## config.mk

```make
export PLATFORM = sky130hd
export DESIGN_NAME = rd_stream_arbiter
export DESIGN_NICKNAME = d
export VERILOG_FILES = /design/src/rtl/rd_stream_arbiter.sv
export SDC_FILE = /design/constraint.sdc
export NUM_CORES = 1
export LEC_CHECK = 0
export ABC_AREA = 1
export BUFFER_PORTS_ARGS = -buffer_cell sky130_fd_sc_hd__buf_2
export CORE_AREA = 2 2 193 195
export DETAILED_ROUTE_END_ITERATION = 8
export DIE_AREA = 0 0 195 197
export PLACE_DENSITY = 0.53
export SLEW_MARGIN = 25
export SYNTH_ARGS = -nofsm -noshare
export SYNTH_HDL_FRONTEND = slang
export SYNTH_SLANG_ARGS = --single-unit
```

## constraint.sdc

```tcl
create_clock -name clk -period 13.45 [get_ports clk]
set_input_delay 1.345 -clock clk [delete_from_list [all_inputs] [get_ports clk]]
set_output_delay 1.345 -clock clk [all_outputs]
set_load 0.02 [all_outputs]
```

## src/rtl/rd_stream_arbiter.sv

```systemverilog
// rd_stream_arbiter
// Round-robin scheduler that shares one AXI4 read address channel among
// N_REQ stream requesters. ARID carries the requester index. The block
// tracks one outstanding burst per requester and pulses that requester's
// done output when the matching RLAST is accepted.

module rd_stream_arbiter #(
    parameter int N_REQ     = 12,
    parameter int BURST_LEN = 64,
    parameter int ADDR_W    = 32
) (
    input  logic                      clk,
    input  logic                      reset,
    input  logic [N_REQ-1:0]          req,
    input  logic [N_REQ*ADDR_W-1:0]   req_addr,
    output logic [N_REQ-1:0]          grant,
    output logic [N_REQ-1:0]          done,
    output logic [N_REQ-1:0]          pending,
    output logic [4:0]                outstanding,
    output logic                      err_unexp,
    output logic [ADDR_W-1:0]         ARADDR,
    output logic [3:0]                ARID,
    output logic [7:0]                ARLEN,
    output logic                      ARVALID,
    input  logic                      ARREADY,
    input  logic [3:0]                RID,
    input  logic                      RLAST,
    input  logic                      RVALID,
    output logic                      RREADY
);

    typedef enum logic {
        S_IDLE,
        S_ADDR
    } state_t;

    localparam logic [7:0] ARLEN_VAL = 8'(BURST_LEN - 1);
    localparam logic [4:0] N_REQ_W   = 5'(N_REQ);
    localparam logic [3:0] LAST_IDX  = 4'(N_REQ - 1);

    // Registered state
    state_t              state_q;
    logic [3:0]          rr_ptr_q;
    logic [ADDR_W-1:0]   araddr_q;
    logic [3:0]          arid_q;
    logic [7:0]          arlen_q;
    logic                arvalid_q;
    logic [N_REQ-1:0]    grant_q;
    logic [N_REQ-1:0]    pending_q, pending_d;
    logic [N_REQ-1:0]    done_q, done_d;
    logic                err_q, err_d;
    logic                rready_q;

    // Selection helpers
    logic [N_REQ-1:0]    eligible;
    logic [2*N_REQ-1:0]  elig_rot;
    logic                pick_found;
    logic [3:0]          pick_off;
    logic [4:0]          pick_sum;
    logic [3:0]          pick_idx;
    logic [N_REQ-1:0]    pick_onehot;
    logic [ADDR_W-1:0]   pick_addr;

    // Read-side helpers
    logic                ar_fire;
    logic                r_last_fire;
    logic [N_REQ-1:0]    rid_hit;
    logic [N_REQ-1:0]    arid_hit;
    logic                rid_ok;

    // Round-robin pick: rotate eligibility so bit k is requester (rr_ptr+k) mod N_REQ
    always_comb begin
        // NOTE: every combinational output gets a default first so no latch is inferred.
        eligible    = req & ~pending_q;
        elig_rot    = {eligible, eligible} >> rr_ptr_q;
        pick_found  = 1'b0;
        pick_off    = '0;
        for (int k = 0; k < N_REQ; k++) begin
            if (!pick_found && elig_rot[k]) begin
                pick_found = 1'b1;
                pick_off   = 4'(k);
            end
        end
        pick_sum = {1'b0, rr_ptr_q} + {1'b0, pick_off};
        if (pick_sum >= N_REQ_W) begin
            pick_sum = pick_sum - N_REQ_W;
        end
        pick_idx    = pick_sum[3:0];
        pick_onehot = '0;
        pick_addr   = '0;
        for (int i = 0; i < N_REQ; i++) begin
            if (pick_idx == 4'(i)) begin
                pick_onehot[i] = 1'b1;
                pick_addr      = req_addr[i*ADDR_W +: ADDR_W];
            end
        end
    end

    // AR scheduling FSM with registered AXI outputs and grant pulse
    always_ff @(posedge clk) begin
        // NOTE: sequential state uses non-blocking assignments so every register samples pre-edge values.
        if (reset) begin
            state_q   <= S_IDLE;
            rr_ptr_q  <= '0;
            araddr_q  <= '0;
            arid_q    <= '0;
            arlen_q   <= '0;
            arvalid_q <= 1'b0;
            grant_q   <= '0;
        end else begin
            case (state_q)
                S_IDLE: begin
                    grant_q <= '0;
                    if (pick_found) begin
                        araddr_q  <= pick_addr;
                        arid_q    <= pick_idx;
                        arlen_q   <= ARLEN_VAL;
                        arvalid_q <= 1'b1;
                        grant_q   <= pick_onehot;
                        state_q   <= S_ADDR;
                    end
                end
                S_ADDR: begin
                    grant_q <= '0;
                    // Address, ID and length stay frozen until the slave accepts
                    if (ARREADY) begin
                        arvalid_q <= 1'b0;
                        rr_ptr_q  <= (arid_q == LAST_IDX) ? 4'd0 : arid_q + 4'd1;
                        state_q   <= S_IDLE;
                    end
                end
                default: begin
                    state_q   <= S_IDLE;
                    arvalid_q <= 1'b0;
                    grant_q   <= '0;
                end
            endcase
        end
    end

    // Pending/done/error next state: RLAST clears first, an AR handshake set wins on the same index
    always_comb begin
        ar_fire     = arvalid_q & ARREADY;
        r_last_fire = RVALID & rready_q & RLAST;
        rid_hit     = '0;
        arid_hit    = '0;
        for (int i = 0; i < N_REQ; i++) begin
            rid_hit[i]  = (RID == 4'(i));
            arid_hit[i] = (arid_q == 4'(i));
        end
        // An RID outside 0..N_REQ-1 matches no bit and so is never "ok"
        rid_ok    = |(rid_hit & pending_q);
        pending_d = pending_q;
        done_d    = '0;
        err_d     = err_q;
        if (r_last_fire) begin
            if (rid_ok) begin
                pending_d = pending_d & ~rid_hit;
                done_d    = rid_hit;
            end else begin
                err_d = 1'b1;
            end
        end
        if (ar_fire) begin
            pending_d = pending_d | arid_hit;
        end
    end

    // Burst tracking registers and R-channel ready
    always_ff @(posedge clk) begin
        if (reset) begin
            pending_q <= '0;
            done_q    <= '0;
            err_q     <= 1'b0;
            rready_q  <= 1'b0;
        end else begin
            pending_q <= pending_d;
            done_q    <= done_d;
            err_q     <= err_d;
            rready_q  <= 1'b1;
        end
    end

    // Population count of in-flight bursts
    always_comb begin
        outstanding = '0;
        for (int i = 0; i < N_REQ; i++) begin
            outstanding = outstanding + 5'(pending_q[i]);
        end
    end

    assign grant     = grant_q;
    assign done      = done_q;
    assign pending   = pending_q;
    assign err_unexp = err_q;
    assign ARADDR    = araddr_q;
    assign ARID      = arid_q;
    assign ARLEN     = arlen_q;
    assign ARVALID   = arvalid_q;
    assign RREADY    = rready_q;

endmodule

```

# Word-level counts from Yosys, hierarchy flattened
# Cells that the tools add are included.
[op_classes]
n_addsub = 14
n_div = 0
n_shift = 1
n_eq_ne = 35
reduce_logical = 31
muxes = 61
n_lt_le_gt_ge = 1
bitwise_logic = 12
multipliers = 0
[ops]
columns = ["cell", "n"]
rows = [
  ["32-bit 2-to-1 mux", 12],
  ["4-bit by 3-bit == test with 1-bit output (second input constant)", 12],
  ["4-bit == test (second input constant)", 12],
  ["12-bit 2-to-1 mux", 4],
  ["4-bit 2-to-1 mux", 12],
  ["12-bit bitwise AND", 3],
  ["5-bit by 1-bit adder with 5-bit output", 7],
  ["1-bit 2-to-1 mux", 30],
  ["4-bit by 2-bit == test with 1-bit output (second input constant)", 6],
  ["12-bit NOT", 2],
  ["12-bit case mux with 2 select lines", 1],
  ["24-bit by 4-bit >> shifter with 12-bit output", 1],
  ["4-bit by 1-bit == test with 1-bit output (second input constant)", 3],
  ["4-bit zero test", 3],
  ["12-bit bitwise OR", 1],
  ["12-bit OR reduction", 1],
  ["1-bit logical AND", 11],
  ["1-bit zero test", 11],
  ["2-bit AND reduction", 4],
  ["4-bit by 1-bit adder with 5-bit output", 1],
  ["4-bit by 4-bit adder with 5-bit output", 1],
  ["5-bit by 4-bit greater-or-equal comparator with 1-bit output (second input constant)", 1],
  ["3-bit by 1-bit adder with 4-bit output", 1],
  ["4-bit by 1-bit adder with 4-bit output (second input constant)", 1],
  ["8 further kinds", 14],
]
[word_totals]
ramBits = 0
latchBits = 0
in_bits = 405
rom_bits = 0
elab_cells = 166
mem_count = 0
reg_bits = 81

# Depth between registers and ports, before layout
[depth]
depth_word = 53
ltp_mapped = 42
mapped_depth_nobuf = 40

# Worst setup path before layout
# OpenSTA, ideal clock, no wires.
[synth_timing]
kind = "input-to-reg"
startpoint = "input req[3]"
endpoint = "register araddr_q[10] (netlist: ARADDR[10])"
stages = 32
required_ps = 13312
setup_slack_ps = 8345
n_path_buf = 2
t_arrival_ps = 4967
setup_ps = 138
path_cell_list = "nand3_1 nand3_1 nand2_1 nand2_1 nand2_1 nand2_1 nand2_1 nand2_2 nor2_4 nand4_2 nor2_2 nand4_2 o211ai_1 ha_1 fa_1 buf_4 nor2_8 inv_2 nor2_1 nor2_1 nand2_1 nand2_1 nand2_1 nand2_2 nor2_4 inv_1 clkbuf_1 or2_2 nand2_1 nand4_1 nand3_2 a21oi_2"
[synth_between]
elab_chain_len = 52
word_cells_on_any_way = 76
[synth_rtl]
columns = ["element", "line_no", "source"]
rows = [
  ["from (decl)", "14", "input logic [N_REQ-1:0] req,"],
  ["12-bit bitwise AND (*)", "74", "eligible = req & ~pending_q;"],
  ["24-bit by 4-bit >> shifter with 12-bit output (*)", "75", "elig_rot = {eligible, eligible} >> rr_ptr_q;"],
  ["1-bit 2-to-1 mux", "79", "if (!pick_found && elig_rot[k]) begin"],
  ["1-bit zero test", "79", ""],
  ["1-bit logical AND", "79", ""],
  ["1-bit 2-to-1 mux", "79", ""],
  ["1-bit zero test", "79", ""],
  ["1-bit logical AND", "79", ""],
  ["(+27 left out)", "n/a", ""],
  ["4-bit 2-to-1 mux (*)", "79", ""],
  ["4-bit by 4-bit adder with 5-bit output (*)", "84", "pick_sum = {1'b0, rr_ptr_q} + {1'b0, pick_off};"],
  ["4-bit subtractor or 5-bit by 4-bit greater-or-equal comparator with 1-bit output (tied branches)", "86, 85", ""],
  ["4-bit 2-to-1 mux (*)", "85", "if (pick_sum >= N_REQ_W) begin"],
  ["via pick_sum[1]", "59", "logic [4:0] pick_sum;"],
  ["4-bit zero test", "92", "if (pick_idx == 4'(i)) begin"],
  ["32-bit 2-to-1 mux (11 in a row)", "92", ""],
  ["32-bit 2-to-1 mux (*)", "92", ""],
  ["to (signal assigned)", "115", "araddr_q <= pick_addr;"],
  ["to (decl)", "44", "logic [ADDR_W-1:0] araddr_q;"],
]
# The timed path passes the listed nets; every way through them passes the cells marked *.
# A chain may end at the register's enable or synchronous reset.

# Final worst setup path
[layout_timing]
startpoint = "register rr_ptr_q[0]"
endpoint = "register araddr_q[23] (netlist: ARADDR[23])"
[layout_between]
elab_chain_len = 51
word_cells_on_any_way = 75
[layout_rtl]
columns = ["element", "line_no", "source"]
rows = [
  ["from (decl)", "43", "logic [3:0] rr_ptr_q;"],
  ["from (signal assigned)", "128", "rr_ptr_q <= (arid_q == LAST_IDX) ? 4'd0 : arid_q + 4'd1;"],
  ["24-bit by 4-bit >> shifter with 12-bit output", "75", ""],
  ["1-bit 2-to-1 mux", "79", ""],
  ["1-bit zero test", "79", ""],
  ["1-bit logical AND", "79", ""],
  ["1-bit 2-to-1 mux", "79", ""],
  ["1-bit zero test", "79", ""],
  ["1-bit logical AND", "79", ""],
  ["1-bit 2-to-1 mux", "79", ""],
  ["(+26 left out)", "n/a", ""],
  ["4-bit 2-to-1 mux", "79", ""],
  ["4-bit by 4-bit adder with 5-bit output (*)", "84", ""],
  ["4-bit subtractor or 5-bit by 4-bit greater-or-equal comparator with 1-bit output (tied branches)", "86, 85", ""],
  ["4-bit 2-to-1 mux (*)", "85", ""],
  ["via pick_sum[1]", "59", ""],
  ["4-bit zero test", "92", ""],
  ["32-bit 2-to-1 mux (11 in a row)", "92", ""],
  ["32-bit 2-to-1 mux (*)", "92", ""],
]
# Marked as above.

==> flow_summary.json <==
{
  "status": "finished clean",
  "maxSlewHeadroom_pct": 32.85,
  "clock_skew_ns": 0.01562,
  "setup_violations": 0,
  "async_flop_share_pct": 0,
  "core_sq_um": 36260,
  "combPwrFrac_pct": 60.8,
  "drc": 0,
  "post_synth.cell_area_avg_sq_um": 6.150,
  "io_pins": 493,
  "drt_first_pass_iters": 5,
  "grt_pass1_wl_um": 66430,
  "chipWidth_um": 195,
  "start_util_pct": 22.03,
  "cp-end-kind": "register",
  "post_cts_buffers": 0,
  "die-area_sq_um": 38420,
  "port_buffers": 489,
  "rows": 70,
  "p_per_area_nw_per_um2": 137.9,
  "rrSetupSlack_ns": 5.74,
  "cts_num_sinks": 81,
  "cts_buffers": 9,
  "path_common_cell": "nand3_1",
  "tns_ns": 0,
  "clkTransAtPathRegs_ns": 0.07,
  "reg2reg_depth": 28,
  "hold_depth": 2,
  "drive_gt1_share_pct": 37.22,
  "layout.nets": 2146,
  "grt_max_degree": 85,
  "dieHeight_um": 197,
  "layout.cells.non_filler": 2206,
  "p_int_mw": 0.7223,
  "grt_overflow": 0,
  "gp_congestion": 1.023,
  "clock_latency_ns": 0.36,
  "placedCellCount": 2177,
  "critPathBufInv": 4,
  "ys_ff_latch": 81,
  "power_frac_seq_pct": 20.2,
  "hold_path.class": "register to register",
  "nFillCells": 4204,
  "rsz0062_at_grt": "false",
  "crit_type": "register to register",
  "clkPwrFrac_pct": 19.0,
  "worstHoldStart": "ARADDR[31]",
  "layout_common_cells": "489 x buf_2, 320 x nand2_1, 141 x nand4_1, 134 x nor2_1, 124 x nand3_1",
  "cp.arrival_ns": 7.91,
  "start_kind": "register",
  "vdd_drop_max_v": 0.00006447,
  "grt_pass1_vias": 10490,
  "cts_max_level": 3,
  "drv_slew": 0,
  "synthToLayoutAreaGrowth_pct": 37.40,
  "layout_setup_ws_ns": 5.740,
  "maxCapViolCount": 0,
  "ys_seq_area_share_pct": 20.30,
  "drt_wl_total_um": 47100,
  "max_stage_delay_ns": 0.77,
  "drtIter0Drc": 690,
  "layout_min_cycle_time_ns": 7.710,
  "grt_usage_pct": 23.58,
  "hpwl_um": 38840,
  "post_cts_resized": 0,
  "required_ns": 13.65,
  "cp_slowest_cell": "fa_2",
  "cts_tree": "built",
  "synthCells": 1299,
  "fmax_ghz": 0.1297,
  "r2r-end": "ARADDR[23]",
  "crit_family": "simple AND/OR/NAND/NOR gates",
  "wl_per_cell_um": 21.35,
  "holdPathEnd": "ARADDR[31]",
  "timing.final.crit_share_pct": 57.33,
  "synth_edf_count": 0,
  "p_leak_nw": 5.354,
  "sw_frac_of_total_pct": 52.27,
  "rr_startpoint": "rr_ptr_q[0]",
  "synth_cell_types": 43,
  "viasPerCell": 4.935,
  "antenna_found_initial": 20,
  "p_sw_mw": 0.7912,
  "cts_root_buf": "clkbuf_16",
  "via_count": 10890,
  "clk_path_buf_depth": 2,
  "detail-route-antenna-nets": 0,
  "syn_area_sq_um": 7989,
  "yosysWarnings": 0,
  "tightest_slew_ns": 1.003,
  "hold_violations": 0,
  "layout_commonest_cell": "buf_2",
  "worstPathMaxFanout": 84,
  "dpl_worst_slack_ns": 5.349,
  "cts-hold-fix-buffers": 0,
  "synth_flop_cell": "dfxtp_1"
}
state kept, by name, summed over array words and instances (netlist names):
signal     count
ARADDR        32
ARID           4
ARLEN          1
ARVALID        1
RREADY         1
done          12
err_unexp      1
grant         12
pending       12
rr_ptr_q       4
state_q        1
power by group through the flow:
stage | Sequential, mW | Combinational (mW) | Clock, mW
CTS | 0.305 | 0.933 | 0.299
floorplan | 0.348 | 0.515 | 0
detailed placement | 0.310 | 0.930 | 0
finish | 0.305 | 0.921 | 0.287
global route | 0.310 | 1.01 | 0.308
global placement | 0.310 | 0.927 | 0
layer usage:
metal,global-route usage [%],wire length [um],vias to the layer above
met5,0,40,-
met4,9.584,1841,6
met3,5.168,3130,81
met2,44.35,24620,467
met1,25.51,17460,5105
li1,-,-,5228
cells by family (layout without fill, tap and decap cells):
group                      after synthesis  count (layout)  share of synthesized area (%)
xor gates and xnor gates                 2               2                         0.2193
DFF                                     81              81                          20.30
buffers and inverters                  206             630                          11.82
other                                    1              16                        0.04694
adders and majority gates               21              21                          4.041
and+or+nand+nor                        848             848                          52.55
AOI/OAI and AO/OA                      140             140                          11.03
per-stage QoR:
stage | cell area [sq um] | hold WS (ns) | util (%) | total power [mW]
2_1_floorplan | 7996 | 0.5176 | - | 0.8634
3_3_place_gp | 10610 | 0.4506 | 29.27 | 1.236
3_5_place_dp | 10610 | 0.4530 | 29.27 | 1.240
4_1_cts | 10940 | 0.4632 | 30.18 | 1.537
5_1_grt | 10970 | 0.4777 | 30.25 | 1.623
6_report | 10980 | 0.4643 | 30.27 | 1.513
synthesized netlist by cell type, drive strengths merged, types with 2 or more instances:
library cell	count	area share (%)
nand4	143	11
nand2	327	16
a221oi	4	0.44
o211ai	34	3.2
nor2	149	7.9
clkbuf	25	1.2
nor3	4	0.39
dfxtp	81	20
a21oi	73	5.1
or2	65	5.1
buf	66	5.2
o2bb2ai	2	0.22
nand3	159	12
o21ai	22	1.6
ha	13	2.0
fa	8	2.0
inv	114	5.4
tightest hold or removal path, delay by kind of cell, from the launching register on:
kind            cells  cell delay [ns]
simple gates        1             0.06
flops               1             0.31
compound gates      1             0.05
worst max path at each step:
stage	start	end	slack (ns)	cells after the start
3_3_place_gp	req[11]	ARADDR[14]	5.37	28
4_1_cts	rr_ptr_q[0]	ARADDR[7]	5.67	28
6_report	rr_ptr_q[0]	ARADDR[23]	5.74	28
2_1_floorplan	req[3]	ARADDR[10]	8.35	32
3_5_place_dp	req[11]	ARADDR[14]	5.35	28
5_1_grt	rr_ptr_q[0]	ARADDR[0]	4.97	28
cell type report:
type | instances | area (sq um) | area share (%)
multi-input combinational | 1014 | 5453 | 49.68
timing repair buffer | 499 | 2522 | 22.98
sequential | 81 | 1622 | 14.77
inverter | 115 | 431.7 | 3.933
antenna | 13 | 32.53 | 0.2964
tap | 468 | 585.6 | 5.335
clock buffer | 9 | 225.2 | 2.052
clock inverter | 7 | 105.1 | 0.9575
(Power assumes the default switching activity.)
